$ cat src/rtl/calc_cmd_issuer.sv
// rtl/calc_cmd_issuer.sv - FIFO-buffered command issuer driving a combinational calculator
// Optional: CALC_RSP_TAG_EN adds a 3-bit issue tag (rsp_tag) returned with each response.
module calc_cmd_issuer #(
  parameter int DEPTH  = 4,
  parameter int SETTLE = 2
) (
  input  logic                     clk,
  input  logic                     reset,
  input  logic                     cmd_valid,
  output logic                     cmd_ready,
  input  logic [2:0]               cmd_in,
  input  logic [1:0]               cmd_flag,
  output logic [2:0]               calc_in,
  output logic [1:0]               calc_flag,
  input  logic [7:0]               calc_out,
  output logic                     rsp_valid,
  input  logic                     rsp_ready,
  output logic [7:0]               rsp_data,
  output logic [1:0]               rsp_flag,
`ifdef CALC_RSP_TAG_EN
  output logic [2:0]               rsp_tag,
`endif
  output logic                     busy,
  output logic [$clog2(DEPTH):0]   level
);

  localparam int PTR_W = $clog2(DEPTH);
  localparam int LVL_W = PTR_W + 1;
  localparam int CNT_W = (SETTLE > 1) ? $clog2(SETTLE) : 1;

  typedef enum logic [1:0] {IDLE, WAIT, HOLD} state_e;

  state_e             state_q, state_d;
  logic [CNT_W-1:0]   cnt_q, cnt_d;
  logic [PTR_W-1:0]   wr_ptr_q, wr_ptr_d, rd_ptr_q, rd_ptr_d;
  logic [LVL_W-1:0]   level_q, level_d;
  logic [2:0]         calc_in_q, calc_in_d;
  logic [1:0]         calc_flag_q, calc_flag_d;
  logic               rsp_valid_q, rsp_valid_d;
  logic [7:0]         rsp_data_q, rsp_data_d;
  logic [1:0]         rsp_flag_q, rsp_flag_d;
  logic [4:0]         mem_q [DEPTH];
  logic [4:0]         head;
  logic               full, empty, push, pop, sample;

  // Occupancy comes from the registered level only, so nothing passes through in one cycle.
  assign full      = (level_q == LVL_W'(DEPTH));
  assign empty     = (level_q == '0);
  assign cmd_ready = reset && !full;
  assign push      = cmd_valid && cmd_ready;
  assign pop       = (state_q == IDLE) && !empty;
  assign sample    = (state_q == WAIT) && (cnt_q == '0);
  assign head      = mem_q[rd_ptr_q];

  always_comb begin
    state_d     = state_q;
    cnt_d       = cnt_q;
    calc_in_d   = calc_in_q;
    calc_flag_d = calc_flag_q;
    rsp_valid_d = rsp_valid_q;
    rsp_data_d  = rsp_data_q;
    rsp_flag_d  = rsp_flag_q;
    wr_ptr_d    = wr_ptr_q + PTR_W'(push);
    rd_ptr_d    = rd_ptr_q + PTR_W'(pop);
    level_d     = level_q + LVL_W'(push) - LVL_W'(pop);
    case (state_q)
      IDLE: begin
        if (pop) begin
          calc_in_d   = head[2:0];
          calc_flag_d = head[4:3];
          cnt_d       = CNT_W'(SETTLE - 1);
          state_d     = WAIT;
        end
      end
      WAIT: begin
        if (sample) begin
          rsp_data_d  = calc_out;
          rsp_flag_d  = calc_flag_q;
          rsp_valid_d = 1'b1;
          state_d     = HOLD;
        end else begin
          cnt_d = cnt_q - CNT_W'(1);
        end
      end
      HOLD: begin
        if (rsp_ready) begin
          rsp_valid_d = 1'b0;
          state_d     = IDLE;
        end
      end
      default: state_d = IDLE;
    endcase
  end

  always_ff @(posedge clk) begin
    if (!reset) begin
      state_q     <= IDLE;
      cnt_q       <= '0;
      wr_ptr_q    <= '0;
      rd_ptr_q    <= '0;
      level_q     <= '0;
      calc_in_q   <= '0;
      calc_flag_q <= '0;
      rsp_valid_q <= 1'b0;
      rsp_data_q  <= '0;
      rsp_flag_q  <= '0;
    end else begin
      state_q     <= state_d;
      cnt_q       <= cnt_d;
      wr_ptr_q    <= wr_ptr_d;
      rd_ptr_q    <= rd_ptr_d;
      level_q     <= level_d;
      calc_in_q   <= calc_in_d;
      calc_flag_q <= calc_flag_d;
      rsp_valid_q <= rsp_valid_d;
      rsp_data_q  <= rsp_data_d;
      rsp_flag_q  <= rsp_flag_d;
    end
  end

  // Storage needs no reset: pointers and level define which entries are live.
  always_ff @(posedge clk) begin
    if (push) mem_q[wr_ptr_q] <= {cmd_flag, cmd_in};
  end

`ifdef CALC_RSP_TAG_EN
  logic [2:0] issue_cnt_q, cmd_tag_q, rsp_tag_q;

  always_ff @(posedge clk) begin
    if (!reset) begin
      issue_cnt_q <= '0;
      cmd_tag_q   <= '0;
      rsp_tag_q   <= '0;
    end else begin
      if (pop) begin
        issue_cnt_q <= issue_cnt_q + 3'd1;
        cmd_tag_q   <= issue_cnt_q;
      end
      if (sample) rsp_tag_q <= cmd_tag_q;
    end
  end

  assign rsp_tag = rsp_tag_q;
`endif

  assign calc_in   = calc_in_q;
  assign calc_flag = calc_flag_q;
  assign rsp_valid = rsp_valid_q;
  assign rsp_data  = rsp_data_q;
  assign rsp_flag  = rsp_flag_q;
  assign busy      = (state_q != IDLE);
  assign level     = level_q;

endmodule

$ cat config.mk
export PLATFORM = sky130hd
export DESIGN_NAME = calc_cmd_issuer
export DESIGN_NICKNAME = d
export VERILOG_FILES = /design/src/rtl/calc_cmd_issuer.sv
export SDC_FILE = /design/constraint.sdc
export NUM_CORES = 1
export LEC_CHECK = 0
export CORE_MARGIN = 1.5
export CORE_UTILIZATION = 47
export CTS_CLUSTER_DIAMETER = 120
export CTS_CLUSTER_SIZE = 30
export DETAILED_ROUTE_END_ITERATION = 6
export DONT_BUFFER_PORTS = 1
export HOLD_SLACK_MARGIN = 0.15
export PLACE_DENSITY_LB_ADDON = 0.08
export SLEW_MARGIN = 40
export SYNTH_ARGS = -nofsm -noshare
export SYNTH_HDL_FRONTEND = slang
export SYNTH_SLANG_ARGS = --single-unit
$ cat constraint.sdc
create_clock -name clk -period 2.5 [get_ports clk]
set_clock_uncertainty 0.15 [all_clocks]
set_input_delay 0.5 -clock clk [delete_from_list [all_inputs] [get_ports clk]]
set_output_delay 0.5 -clock clk [all_outputs]
set_load 0.03 [all_outputs]
Word level (Yosys, flattened, before mapping)
Memories as Yosys holds them, arrays and structs flattened. A register that Yosys moved wholly into a read port is not among the register bits.
Index checks and enable logic that the tools add are counted.
Cells by class
  $add $sub $neg: 5
  bitwise gates (word level): 1
  muxes and demuxes: 12
  eq/ne operators: 7
  reductions and logical operators: 17
Operators with widths (count)
  AND reduction 3 bit: 3
  != test 2 bit, second input constant: 4
  two-way mux 1 bit: 6
  two-way mux 2 bit: 3
  case mux 2 bit (3 select lines): 1
  nonzero test 2 bit: 3
  adder 2 x 1 -> 2 bit: 2
  logical AND 1 bit: 4
  case mux 1 bit (2 select lines): 2
  AND reduction 2 bit: 2
  adder 3 x 1 -> 3 bit: 1
  equality test 3 bit, second input constant: 1
  zero test 1 bit: 3
  zero test 3 bit: 1
  subtractor 3 x 1 -> 3 bit: 1
  equality test 2 x 1 -> 1 bit, second input constant: 1
  equality test 2 bit, second input constant: 1
  zero test 2 bit: 1
  NOT 1 bit: 1
  subtractor 1 bit, second input constant: 1
Word-level totals
  memories: 1
  register bits after elaboration: 21
  bits in writable memories: 20
  input port bits: 17
  output and inout bits: 21
  logic and storage cells: 51
Memory list
  mem_q: words 4, bits a word 5, read ports 1, clocked after Yosys merged registers in 1, write ports 1, line 42  | logic [4:0] mem_q [DEPTH];

Logic depth before layout (Yosys ltp)
Gate-level depths: netlist of run 1.
  depth in word-level cells: 6
  mapped depth: 10
  mapped depth without buffers: 9

Worst setup path after synthesis of run 1
OpenSTA, ideal clock, no wires.
  kind: register to register
  from: register level_q[1], in the netlist level[1]
  to: register level_q[2], in the netlist level[2]
  buffers on the path: 0
  clock period less this slack: 2454 ps
  required time: 2271 ps
  cell stages (with the launch flop): 10
  library setup time: 79 ps
  arrival time: 2225 ps
  path slack: 46 ps
  path through: dfxtp_1 > nor3_2 > nor2_1 > xnor2_1 > ha_1 > inv_1 > fa_1 > xor2_1 > and2_1 > nor3_1
Between the ends
  word-level cells in the longest chain between the ends: 6
  elaborated cells on any way between the ends: 9
  those cells by class: 2 x add/sub; 1 x eq/ne; 6 x reduce/logical
Ends and longest elaborated chain
  start, declared: line 36  | logic [LVL_W-1:0] level_q, level_d;
  start signal, assigned: line 112  | level_q <= level_d;
  equality test 3 bit: line 47  | assign full = (level_q == LVL_W'(DEPTH));
  zero test 1 bit: line 49  | assign cmd_ready = reset && !full;
  logical AND 1 bit: line 49
  logical AND 1 bit: line 50  | assign push = cmd_valid && cmd_ready;
  adder 3 x 1 -> 3 bit: line 65  | level_d = level_q + LVL_W'(push) - LVL_W'(pop);
  subtractor 3 x 1 -> 3 bit (*): line 65
Every way passes the cells marked *; elsewhere a longest branch is shown, timed or not.
A chain may end at the register's enable or synchronous reset.

Worst setup path after layout of run 1
Ends and elaborated chain as after synthesis.

==> results of run 1 <==
==> cell usage in the layout (no fill, tap or decap) <==
cell | netlist | final
a21oi_1 | 4 | 4
o31ai_1 | 1 | 1
nor3_1 | 3 | 3
o21a_1 | 1 | 1
or4_1 | 1 | 1
o2bb2ai_1 | 5 | 5
o21ai_0 | 3 | 3
clkinv_1 | 1 | 1
inv_1 | 5 | 5
fa_1 | 1 | 1
clkbuf_8 | 0 | 5
buf_4 | 1 | 13
xnor2_1 | 2 | 2
xor2_1 | 1 | 1
mux2i_1 | 10 | 10
dlygate4sd3_1 | 0 | 5
ha_1 | 2 | 2
nor3b_1 | 4 | 3
clkinvlp_4 | 0 | 1
and2_1 | 3 | 3
clkinv_4 | 0 | 1
edfxtp_1 | 20 | 20
or2_1 | 1 | 1
or3_1 | 1 | 1
nor3_2 | 2 | 2
a21boi_0 | 1 | 1
mux4_2 | 5 | 5
nand2_1 | 8 | 8
nor3b_2 | 0 | 1
o311ai_2 | 1 | 1
dfxtp_1 | 26 | 26
inv_6 | 0 | 1
nor2_1 | 18 | 18
and3_1 | 2 | 2
==> synth_stat cells (all sizes together) <==
| cell type | count | share of area, % |
|---|---|---|
| dfxtp | 26 | 29 |
| edfxtp | 20 | 34 |
| nor2 | 18 | 3.8 |
| mux2i | 10 | 5.6 |
| nand2 | 8 | 1.7 |
| inv | 5 | 1.0 |
| mux4 | 5 | 6.3 |
| nor3 | 5 | 2.0 |
| o2bb2ai | 5 | 2.4 |
| a21oi | 4 | 1.1 |
| nor3b | 4 | 1.7 |
| and2 | 3 | 1.0 |
| buf | 3 | 1.3 |
| o21ai | 3 | 0.84 |
| and3 | 2 | 0.70 |
| clkbuf | 2 | 0.49 |
| ha | 2 | 1.4 |
| xnor2 | 2 | 0.98 |
| a21boi | 1 | 0.42 |
| clkinv | 1 | 0.21 |
| fa | 1 | 1.1 |
| o21a | 1 | 0.42 |
| o311ai | 1 | 0.91 |
| o31ai | 1 | 0.42 |
| or2 | 1 | 0.35 |
| or3 | 1 | 0.35 |
| or4 | 1 | 0.42 |
| xor2 | 1 | 0.49 |
==> cells by family after synthesis <==
| kind of cell | Yosys count | share of synthesized area, % |
|---|---|---|
| AO/OA/AOI/OAI | 16 | 6.565 |
| XOR/XNOR | 3 | 1.467 |
| adder cells (fa/ha/maj) | 3 | 2.514 |
| buffers and inverters | 11 | 3.072 |
| flip-flops | 46 | 62.57 |
| multiplexers | 15 | 11.87 |
| AND/OR/NAND/NOR | 43 | 11.94 |
==> power groups by stage <==
stage,registers [W],logic (W),clock network (W)
2_1_floorplan,0.00125,0.000550,0
3_3_place_gp,0.00126,0.000722,0
3_5_place_dp,0.00127,0.000746,0
4_1_cts,0.00125,0.000757,0.000477
5_1_grt,0.00127,0.000835,0.000502
6_report,0.00124,0.000745,0.000457
==> layer usage <==
metal  GRT usage, %  vias up
met5              0        -
met4          7.979        0
met3          6.250        6
met2          27.71       32
met1          18.70      512
li1               -      529
==> stage by stage <==
step	cells	instance area (sq um)	total power, W	util, %	setup WS, ns
3_5_place_dp	193	1922	0.002012	52.49	0.3099
5_1_grt	206	2066	0.002608	56.43	0.1064
6_report	206	2066	0.002447	56.43	0.2670
2_1_floorplan	137	1792	0.001801	-	0.04583
4_1_cts	206	2066	0.002484	56.43	0.2757
3_3_place_gp	193	1922	0.001983	52.49	0.4120
==> layout make-up <==
class	count	area (sq um)	area share (%)
clock inverter	3	25.02	1.211
sequential	46	1121	54.27
clock buffer	5	68.82	3.331
inverter	6	22.52	1.090
multi-input combinational	80	620.6	30.04
timing repair buffer	18	147.6	7.147
tap	48	60.06	2.907
==> registers in the layout, summed over array words and instances, names as in the netlist <==
signal     cells
state_q        2
cnt_q          1
rsp_valid      1
level          3
mem_q         20
calc_in        3
rsp_data       8
rsp_flag       2
wr_ptr_q       2
rd_ptr_q       2
calc_flag      2
==> worst reg2reg max path, delay by kind of cell, from the launching register on <==
family	cells	cell delay, ns
and+or+nand+nor	2	0.29
DFF	1	0.37
AOI/OAI and AO/OA	1	0.44
buffers and inverters	1	0.05
xor gates and xnor gates	2	0.33
adders and majority gates	2	0.53
==> repair_timing <==
item / CTS / global route
hold endpoints to repair: 20 / 0
resized for setup: 0 / 0
hold buffers: 5 / 0
==> final timing paths <==
kind                            startpoint  cells after the start        end
worst max-delay path              level[1]                      8   level[2]
worst min-delay path                 reset                      1      cnt_q
worst max register to register    level[1]                      8   level[2]
worst min register to register  state_q[0]                      2  rsp_valid
==> results.toml, run 1 <==
[power_and_ir_drop]
switching_share_pct = 38.93
p_int_w = 0.001494
switchingPower_w = 0.0009525
p_clk_share_pct = 18.7
seq_power_share_pct = 50.9
power_density_nw_per_um2 = 1184
p_leak_nw = 0.7376
pwr-share-comb_pct = 30.4
vdd_drop_max_v = 0.0004494

[cells_and_area]
syn2layout_area_growth_pct = 15.29
drive_gt1_share_pct = 18.99
fill_cells = 306
antenna_cells = 0
final_nets = 177

[placement]
port_buffers = 0
dp_hpwl_mm = 2.235
place_congestion = 0.6914

[cts]
cts_tree = "yes"
numCtsBuffers = 5
clk_path_buf_depth = 2
post-cts-setup-buffers = 0
path_clk_slew_ns = 0.08
clkSinkCount = 46
clk_latency_ns = 0.30
htree_levels = 2
clockRootBuffer = "clkbuf_8"

[global_routing]
antenna_found_initial = 0
grt_overflow = 0
grt_pass1_wl_mm = 5.009
track_usage_pct = 16.61
grt_pass1_vias = 1090
grt_max_degree = 19

[drt]
vias = 1079
drt_first_pass_iters = 4
highest_layer = "met4"
drtIter0Drc = 48
route.detailed.wl_per_inst_um = 14.89
dr_wl_met2_mm = 1.504
drt_wl_total_mm = 3.068
wl_met1_mm = 1.310
avgViaCountPerCell = 5.238
drc_errors = 0
wl_met3_um = 192
ant_nets = 0

[setup_path]
crit_slowest_cell = "o311ai_2"
crit_buf_inv = 1
critical_path_class = "register to register"
path_delay_family = "adder cells"
required_ns = 2.57
critPathMaxStageDelay_ns = 0.44
worstPathArrival_ns = 2.31
reg2reg_slack_ns = 0.27
crit_path_end_kind = "register"
startpoint_type = "register"
crit_chain = "o311ai_2 -> xnor2_1 -> ha_1 -> inv_1 -> fa_1 -> xor2_1 -> and2_1 -> nor3_1"
worstPathMaxFanout = 4

[logic_synthesis]
yosys_warnings = 0
synth_nets = 157
synth_seq_area_share_pct = 62.57
syn_avg_cell_area_sq_um = 13.08
yosysUniqueCellTypes = 32
synth-seq-cells = 46
syn_inst = 137
syn_area_sq_um = 1792

[timing]
setup_viol = 0
final_hold_viol_count = 0
finalCriticalPeriod_ns = 2.233
slew_violations = 0
tns_ns = 0
max_freq_ghz = 0.4478
relSlewSlack_pct = 71.64
whs_ns = 0.1680
period_share_pct = 89.32
rsz0062_at_grt = "false"
tightest_slew_ns = 0.4248

[run_status]
outcome = "finished, final reports clean"

[floorplanning]
row_count = 22
die_w_um = 64.74
core_sq_um = 3661
die_y_um = 64.74
initial_core_util_pct = 48.94
io_pins = 38
dieArea_sq_um = 4191

[hold_path]
holdCritPathClass = "primary input to register"

[job]
cap_violations = 0
No activity file was read; power rests on OpenSTA's default activity.
==> run 2: changes to the inputs <==
--- a/config.mk
+++ b/config.mk
@@ -5,6 +5,8 @@
 export SDC_FILE = /design/constraint.sdc
 export NUM_CORES = 1
 export LEC_CHECK = 0
+export ABC_CLOCK_PERIOD_IN_PS = 2500
+export CORE_ASPECT_RATIO = 1.25
 export CORE_MARGIN = 1.5
 export CORE_UTILIZATION = 47
 export CTS_CLUSTER_DIAMETER = 120
==> results.toml, run 2 (synthesized netlist as in run 1, its figures left out) <==
[timing]
period_share_pct = 89.33
tns_ns = 0
relSlewSlack_pct = 68.25
final_hold_viol_count = 0
tightest_slew_ns = 0.4754
slew_violations = 0
setup_viol = 0
max_freq_ghz = 0.4478
finalCriticalPeriod_ns = 2.233
rsz0062_at_grt = "false"

[setup_path]
crit_path_end_kind = "register"
startpoint_type = "register"
crit_end = "level[2]"
required_ns = 2.57
crit_chain = "inv_1 -> o311ai_2 -> xnor2_1 -> ha_1 -> inv_1 -> fa_1 -> xor2_1 -> and2_1 -> nor3_1"
rr_endpoint = "level[2]"
reg2reg_slack_ns = 0.27
crit_start = "level[2]"
critical_path_class = "register to register"
reg2regPathDepth = 9
r2r_start = "level[2]"
worstPathArrival_ns = 2.31
crit_top_cell = "inv_1"
critPathMaxStageDelay_ns = 0.42
crit_slowest_cell = "o311ai_2"
worstPathMaxFanout = 5

[floorplanning]
dieArea_sq_um = 4194
row_count = 24
core_sq_um = 3573
die_y_um = 72.03
io_pins = 38
initial_core_util_pct = 50.14
die_w_um = 58.23

[cts]
post-cts-setup-buffers = 0
clk_latency_ns = 0.30
cts-resized-gates = 0
hold_buffers = 5
clk_path_buf_depth = 2
clkSinkCount = 46
clockRootBuffer = "clkbuf_8"
path_clk_slew_ns = 0.08
cts_tree = "yes"
htree_levels = 2
numCtsBuffers = 5

[placement]
place_area_sq_um = 1903
dp_hpwl_mm = 2.176
port_buffers = 0
place_congestion = 0.7312

[global_routing]
grt_max_degree = 19
grt_overflow = 0
track_usage_pct = 16.73
antenna_found_initial = 0
grt_pass1_vias = 1152
grt_pass1_wl_mm = 5.078

[power_and_ir_drop]
p_leak_nw = 0.7291
switchingPower_w = 0.0009262
switching_share_pct = 38.46
total_power_w = 0.002408
pwr-share-comb_pct = 31.9
p_int_w = 0.001482
seq_power_share_pct = 50.9
vdd_drop_max_v = 0.0005092
p_clk_share_pct = 17.2
power_density_nw_per_um2 = 1184

[cells_and_area]
drive_gt1_share_pct = 16.56
final_cell_mix = "dfxtp_1, edfxtp_1, nor2_1"
antenna_cells = 0
finalInstanceArea_sq_um = 2033
largest_register_ff_count = 20
final_nets = 176
fill_cells = 305
syn2layout_area_growth_pct = 13.48
regMostFlops = "mem_q"
layout_commonest_cell = "dfxtp_1"

[drt]
avgViaCountPerCell = 5.520
vias = 1082
ant_nets = 0
drt_wl_total_mm = 3.034
drtIter0Drc = 35
drt_first_pass_iters = 7
route.detailed.wl_per_inst_um = 15.48
drc_errors = 4

[run_status]
outcome = "finished with violations"
violations = "design-rule violations"

[job]
cap_violations = 0

[hold_path]
hold_depth = 1
holdCritPathClass = "primary input to register"
## run 2: cell count changes in the layout (fill, tap and decap cells not counted)
cell        delta
inv_6          -1
buf_4          -1
clkinv_1       +3
clkinv_4       -1
clkinvlp_4     -1
## run 2: routing by layer
| metal | vias up | global-route usage [%] | part of all wire (%) |
|---|---|---|---|
| met5 | - | 0 | 0 |
| met4 | 0 | 6.977 | 2.0 |
| met3 | 7 | 5.882 | 5.7 |
| met2 | 31 | 30.56 | 53 |
| met1 | 517 | 16.97 | 39 |
| li1 | 527 | - | - |
## run 2: worst min path at each step
stage	to	start	slack [ns]
final	cnt_q	reset	0.17
after global routing	level[0]	reset	0.15
after CTS	cnt_q	reset	0.16
after detailed placement	rsp_valid	state_q[0]	0.39
after global placement	rsp_valid	state_q[0]	0.39
after floorplan	rsp_valid	state_q[0]	0.35
## run 2: critical path: cells and delay by family, from the launching register on
| kind | cells | cell delay, ns |
|---|---|---|
| xor+xnor | 2 | 0.35 |
| flops | 1 | 0.33 |
| compound gates | 1 | 0.42 |
| fa+ha+maj | 2 | 0.54 |
| buf+inv | 2 | 0.10 |
| simple gates | 2 | 0.28 |
## run 2: layout make-up
type	count	area [sq um]	area share (%)
clock buffers	5	68.82	3.385
clock inverters	3	11.26	0.5538
inverters	6	22.52	1.108
multi-input cells	80	620.6	30.52
flip-flops and latches	46	1121	55.14
well taps	39	48.80	2.400
repair buffers	17	140.1	6.892
## run 2: metrics by stage
| stage | cells | hold slack, ns | utilization (%) | setup slack, ns |
|---|---|---|---|---|
| final | 196 | 0.1658 | 56.90 | 0.2669 |
| after floorplan | 137 | 0.3526 | - | 0.04583 |
| after CTS | 196 | 0.1572 | 56.90 | 0.2374 |
| after global routing | 196 | 0.1524 | 56.90 | 0.04889 |
| after global placement | 183 | 0.3866 | 53.26 | 0.3893 |
| after detailed placement | 183 | 0.3935 | 53.26 | 0.2572 |
## run 2: power groups by stage
stage	Clock (W)	Combinational, W	Sequential, W
after detailed placement	0	0.000770	0.00125
after global routing	0.000468	0.000853	0.00125
after CTS	0.000433	0.000781	0.00123
final	0.000413	0.000769	0.00123
after floorplan	0	0.000550	0.00125
after global placement	0	0.000735	0.00125
